### src/rtl/mar_pkg.sv
// mar_pkg: definitions shared by the CPU datapath blocks around the memory
// address register.
//   mar_state_e           : burst sequencer states (IDLE, BURST)
//   MAR_DEFAULT_ADDR_W    : default width of the data-memory address bus
package mar_pkg;

   typedef enum logic {
      ST_IDLE  = 1'b0,
      ST_BURST = 1'b1
   } mar_state_e;

   localparam int MAR_DEFAULT_ADDR_W = 8;

endpackage

### src/rtl/mar_beat_counter.sv
// mar_beat_counter: loadable LEN_W-bit down-counter of the beats remaining in
// a burst.
//   clk, rst  : clock, synchronous active-high reset (count -> 0)
//   load      : load load_val (takes priority over dec)
//   load_val  : beats minus one
//   dec       : decrement enable; ignored at zero so the count never wraps
//   count     : current count
//   last      : count is zero, i.e. the current beat is the final one
module mar_beat_counter #(
   parameter int LEN_W = 4
) (
   input  logic             clk,
   input  logic             rst,
   input  logic             load,
   input  logic [LEN_W-1:0] load_val,
   input  logic             dec,
   output logic [LEN_W-1:0] count,
   output logic             last
);

   logic [LEN_W-1:0] count_q;
   logic [LEN_W-1:0] count_d;

   always_comb begin
      count_d = count_q;
      if (load) begin
         count_d = load_val;
      end else if (dec && (count_q != '0)) begin
         count_d = count_q - 1'b1;
      end
   end

   always_ff @(posedge clk) begin
      if (rst) begin
         count_q <= '0;
      end else begin
         count_q <= count_d;
      end
   end

   assign count = count_q;
   assign last  = (count_q == '0);

endmodule

### src/rtl/mar_burst.sv
// mar_burst: memory address register with burst sequencing.
//   clk, rst        : clock, synchronous active-high reset
//   en_mar, addr_in : legacy single-address load (IDLE only)
//   burst_start     : start a burst at addr_in (IDLE only, wins over en_mar)
//   burst_len, dir  : beats minus one and direction (1 = decrement), sampled
//                     with burst_start
//   burst_abort     : drop the current burst without done (BURST only)
//   mem_ready       : memory accepts the presented beat
//   addr_out        : registered address to memory
//   addr_valid/busy : high exactly while a burst is in progress
//   done            : one-cycle pulse after the final beat is accepted
//   wrap            : one-cycle pulse with a step that crossed the address
//                     space boundary
module mar_burst
   import mar_pkg::*;
#(
   parameter int ADDR_W = MAR_DEFAULT_ADDR_W,
   parameter int LEN_W  = 4,
   parameter int STRIDE = 1
) (
   input  logic              clk,
   input  logic              rst,
   input  logic              en_mar,
   input  logic [ADDR_W-1:0] addr_in,
   input  logic              burst_start,
   input  logic [LEN_W-1:0]  burst_len,
   input  logic              dir,
   input  logic              burst_abort,
   input  logic              mem_ready,
   output logic [ADDR_W-1:0] addr_out,
   output logic              addr_valid,
   output logic              busy,
   output logic              done,
   output logic              wrap
);

   // One extra bit so the carry/borrow of the step lands in the MSB.
   localparam logic [ADDR_W:0] STRIDE_X = (ADDR_W + 1)'(STRIDE);

   mar_state_e        state_q, state_d;
   logic [ADDR_W-1:0] addr_q, addr_d;
   logic              dir_q, dir_d;
   logic              valid_q, busy_q;
   logic              done_q, done_d;
   logic              wrap_q, wrap_d;

   logic              cnt_load;
   logic              cnt_dec;
   logic              cnt_last;
   logic [LEN_W-1:0]  cnt_value;

   logic [ADDR_W:0]   step_sum;
   logic [ADDR_W:0]   step_diff;

   mar_beat_counter #(
      .LEN_W (LEN_W)
   ) u_beat_counter (
      .clk      (clk),
      .rst      (rst),
      .load     (cnt_load),
      .load_val (burst_len),
      .dec      (cnt_dec),
      .count    (cnt_value),
      .last     (cnt_last)
   );

   // Stepper: bit ADDR_W of the sum is the carry; of the difference it is the
   // borrow (set exactly when addr_q < STRIDE).
   assign step_sum  = {1'b0, addr_q} + STRIDE_X;
   assign step_diff = {1'b0, addr_q} - STRIDE_X;

   always_comb begin
      state_d  = state_q;
      addr_d   = addr_q;
      dir_d    = dir_q;
      done_d   = 1'b0;
      wrap_d   = 1'b0;
      cnt_load = 1'b0;
      cnt_dec  = 1'b0;
      unique case (state_q)
         ST_IDLE: begin
            if (burst_start) begin
               addr_d   = addr_in;
               dir_d    = dir;
               cnt_load = 1'b1;
               state_d  = ST_BURST;
            end else if (en_mar) begin
               addr_d = addr_in;
            end
         end
         ST_BURST: begin
            if (burst_abort) begin
               state_d = ST_IDLE;
            end else if (mem_ready) begin
               if (cnt_last) begin
                  state_d = ST_IDLE;
                  done_d  = 1'b1;
               end else begin
                  cnt_dec = 1'b1;
                  if (dir_q) begin
                     addr_d = step_diff[ADDR_W-1:0];
                     wrap_d = step_diff[ADDR_W];
                  end else begin
                     addr_d = step_sum[ADDR_W-1:0];
                     wrap_d = step_sum[ADDR_W];
                  end
               end
            end
         end
         default: state_d = ST_IDLE;
      endcase
   end

   always_ff @(posedge clk) begin
      if (rst) begin
         state_q <= ST_IDLE;
         addr_q  <= '0;
         dir_q   <= 1'b0;
         valid_q <= 1'b0;
         busy_q  <= 1'b0;
         done_q  <= 1'b0;
         wrap_q  <= 1'b0;
      end else begin
         state_q <= state_d;
         addr_q  <= addr_d;
         dir_q   <= dir_d;
         // Flags registered from the next state so they track state_q exactly.
         valid_q <= (state_d == ST_BURST);
         busy_q  <= (state_d == ST_BURST);
         done_q  <= done_d;
         wrap_q  <= wrap_d;
      end
   end

   assign addr_out   = addr_q;
   assign addr_valid = valid_q;
   assign busy       = busy_q;
   assign done       = done_q;
   assign wrap       = wrap_q;

   // The counter's raw value is only needed through its last flag.
   logic unused_ok;
   assign unused_ok = ^cnt_value;

endmodule

### config.mk
export PLATFORM = sky130hd
export DESIGN_NAME = mar_burst
export DESIGN_NICKNAME = d
export VERILOG_FILES = /design/src/rtl/mar_pkg.sv /design/src/rtl/mar_beat_counter.sv /design/src/rtl/mar_burst.sv
export SDC_FILE = /design/constraint.sdc
export NUM_CORES = 1
export LEC_CHECK = 0
export ABC_AREA = 1
export CORE_UTILIZATION = 43
export CTS_CLUSTER_DIAMETER = 150
export DETAILED_ROUTE_END_ITERATION = 10
export PLACE_DENSITY = 0.73
export REMOVE_ABC_BUFFERS = 1
export SKIP_LAST_GASP = 1
export SYNTH_ARGS = -nofsm -noshare
export SYNTH_HDL_FRONTEND = slang
export SYNTH_SLANG_ARGS = --single-unit
### constraint.sdc
create_clock -name clk -period 1.5 [get_ports clk]
set_input_delay 0.375 -clock clk [delete_from_list [all_inputs] [get_ports clk]]
set_output_delay 0.375 -clock clk [all_outputs]
set_load 0.02 [all_outputs]
==> results.json <==
{
  "yosysUniqueCellTypes": 27,
  "clockBufferDepth": 2,
  "place_congestion": 0.859,
  "clock_latency_ns": 0.29,
  "cts.htree.levels": 1,
  "netlist_top_cells_area": "dfxtp_1, nand2_1, nand3_1",
  "critPathCaptureType": "flip-flop",
  "p_clk_share_pct": 18.8,
  "switching_share_pct": 38.0,
  "grt_max_degree": 15,
  "gr-total-overflow": 0,
  "die-height_um": 53.5,
  "syn2layout_area_growth_pct": 41.2,
  "n_fill_cell": 238,
  "grt_pass1_wl_um": 4510,
  "hpwl_um": 2200,
  "grt_usage_pct": 21.5,
  "seq_area_frac_synth_pct": 28.1,
  "status": "finished clean",
  "seqPwrFrac_pct": 38.5,
  "avgSynthCellArea_um2": 6.51,
  "syn-cell-area_um2": 1140,
  "hold_start": "u_beat_counter.count[2]$_SDFFE_PP0P_",
  "port_buffers": 30,
  "worstReg2RegStart": "u_beat_counter.count[0]$_SDFFE_PP0P_",
  "post-route-period-util_pct": 96.9,
  "netlist_instances": 175,
  "fin_nets": 246,
  "skew_ns": 0.00137,
  "instances_no_fill": 252,
  "routed_wl_um": 3010,
  "leakage_nw": 0.756,
  "drtIter0Drc": 35,
  "period_needed_ns": 1.45,
  "cts_tree": "done",
  "post_drt_wl_per_cell_um": 11.9,
  "place_area_um2": 1560,
  "antennaDiodeCount": 0,
  "post-route-cell-area_um2": 1610,
  "slew_violations": 0,
  "arrival_ns": 1.65,
  "setup_violations": 0,
  "worst_ep_required_time_ns": 1.69,
  "firstDrtPassIters": 7,
  "clock_sinks": 16,
  "cts_hold_buf": 0,
  "rrSetupSlack_ns": 0.05,
  "cts_made_buffers": 3,
  "clockRootBuffer": "clkbuf_4",
  "hold_violations": 0,
  "fp.dieArea_um2": 2860,
  "rows": 18,
  "mostFrequentLayoutCells": "nand2_1, clkdlybuf4s50_1, buf_4, nor2_1",
  "vias_per_cell": 5.16,
  "fmax_mhz": 688,
  "synth_top_cell_by_area": "dfxtp_1",
  "antenna_left": 0,
  "die_w_um": 53.5,
  "rr_worst_depth": 9,
  "rsz0062_at_grt": "yes",
  "drv_cap": 0,
  "tightest_slew_ns": 0.298,
  "worstHoldEndpoint": "u_beat_counter.count[2]$_SDFFE_PP0P_",
  "hold_class": "flip-flop to flip-flop",
  "start_util_pct": 45.5,
  "whs_path_depth": 2,
  "grt_pass1_vias": 1113,
  "crit_type": "flip-flop to flip-flop",
  "layout_commonest_cell": "nand2_1",
  "synth_warnings": 0,
  "dp_cells": 246,
  "p_int_uw": 789,
  "p_per_area_nw_per_um2": 792,
  "ys_ff_latch": 16,
  "cp_max_fo": 7,
  "yosysTopAreaCellShare_pct": 28.1,
  "timing.rr.end": "addr_out[5]$_SDFFE_PP0P_",
  "slew_headroom_pct": 79.9,
  "pin_count": 31,
  "final_util_pct": 64.3,
  "drc": 0,
  "start_kind": "flip-flop",
  "vias": 1300,
  "grt_antenna_before_repair": 0,
  "power_frac_comb_pct": 42.6,
  "layout-drive-gt1-share_pct": 24.3,
  "switching_power_uw": 483,
  "clkTransAtPathRegs_ns": 0.10,
  "peakVddDrop_mv": 0.523,
  "core_um2": 2500
}
==> metrics by stage <==
| step | hold slack [ns] | setup slack [ns] | power [mW] | setup TNS (ns) |
|---|---|---|---|---|
| after floorplan | 0.437 | -0.225 | 0.807 | -1.57 |
| after global placement | 0.472 | -0.197 | 1.01 | -1.76 |
| after detailed placement | 0.491 | -0.237 | 1.03 | -2.22 |
| after CTS | 0.504 | 0.0166 | 1.25 | 0 |
| after global routing | 0.520 | -0.0212 | 1.34 | -0.0242 |
| final | 0.494 | 0.0458 | 1.27 | 0 |
==> Yosys cell counts (all sizes together) <==
master and count:
nand4 1, nor2 19, nand3 18, clkinv 1
o21ai 17, buf 4, nor3 1, nand2 49
a21oi 20, xor2 1, inv 22, o211ai 1
a31oi 1, ha 3, dfxtp 16, clkbuf 1
==> power groups by stage <==
stage | Clock, mW | Sequential (mW) | Combinational (mW)
after global routing | 0.251 | 0.496 | 0.596
after detailed placement | 0 | 0.501 | 0.527
after CTS | 0.244 | 0.490 | 0.512
after floorplan | 0 | 0.551 | 0.255
final | 0.240 | 0.491 | 0.543
after global placement | 0 | 0.499 | 0.513
==> worst max-delay path, stage by stage (launching register included) <==
cell,delay [ns]
dfxtp_1,0.33
inv_1,0.09
ha_2,0.22
nand3_2,0.11
a21oi_4,0.22
nand2_4,0.12
inv_8,0.09
nor2_1,0.04
nand2_1,0.07
a21oi_2,0.05
==> layout make-up <==
type                    instances  area (um^2)  share of cell area (%)
flip-flops and latches         16          320                    19.9
repair inverters                1         8.76                   0.545
multi-input cells             131          704                    43.8
inverters                      23         93.8                    5.84
repair buffers                 48          420                    26.1
clock buffers                   3         22.5                    1.40
well taps                      30         37.5                    2.33
==> logic make-up (layout without fill, tap and decap cells) <==
kind of cell,Yosys count,count (layout),synth area share (%)
adder cells (fa/ha/maj),3,3,3.30
buffers and inverters,28,75,11.4
AO/OA/AOI/OAI,39,39,22.4
AND/OR/NAND/NOR,88,88,34.0
flip-flops,16,16,28.1
XOR/XNOR,1,1,0.769
==> flip-flops by register name (all words and copies together) (netlist names) <==
name	count
addr_out	8
u_beat_counter.count	4
busy	1
dir_q	1
done	1
wrap	1
==> routing by layer <==
layer	GRT usage, %	routed length (um)	vias to the layer above
met2	36.9	1420	51
met1	26.8	1310	579
met5	0	0	-
met4	7.89	76	0
li1	-	-	660
met3	2.87	194	10
==> how the worst max path moves through the flow <==
stage	cells past startpoint	to	startpoint	slack [ns]
5_1_grt	9	addr_out[5]$_SDFFE_PP0P_	u_beat_counter.count[0]$_SDFFE_PP0P_	-0.02
6_report	9	addr_out[5]$_SDFFE_PP0P_	u_beat_counter.count[0]$_SDFFE_PP0P_	0.05
2_1_floorplan	7	addr_out[5]$_SDFFE_PP0P_	busy$_SDFF_PP0_	-0.22
4_1_cts	9	addr_out[5]$_SDFFE_PP0P_	u_beat_counter.count[0]$_SDFFE_PP0P_	0.02
3_5_place_dp	10	addr_out[5]$_SDFFE_PP0P_	burst_abort	-0.24
3_3_place_gp	10	addr_out[5]$_SDFFE_PP0P_	burst_abort	-0.20
==> what timing repair did <==
action,in CTS,in global routing
endpoints found under the setup margin,13,9
endpoints found under the hold margin,0,0
gates cloned,0,1
setup buffers,0,2
resized for setup,13,9
Power figures use the tool's default switching activity.
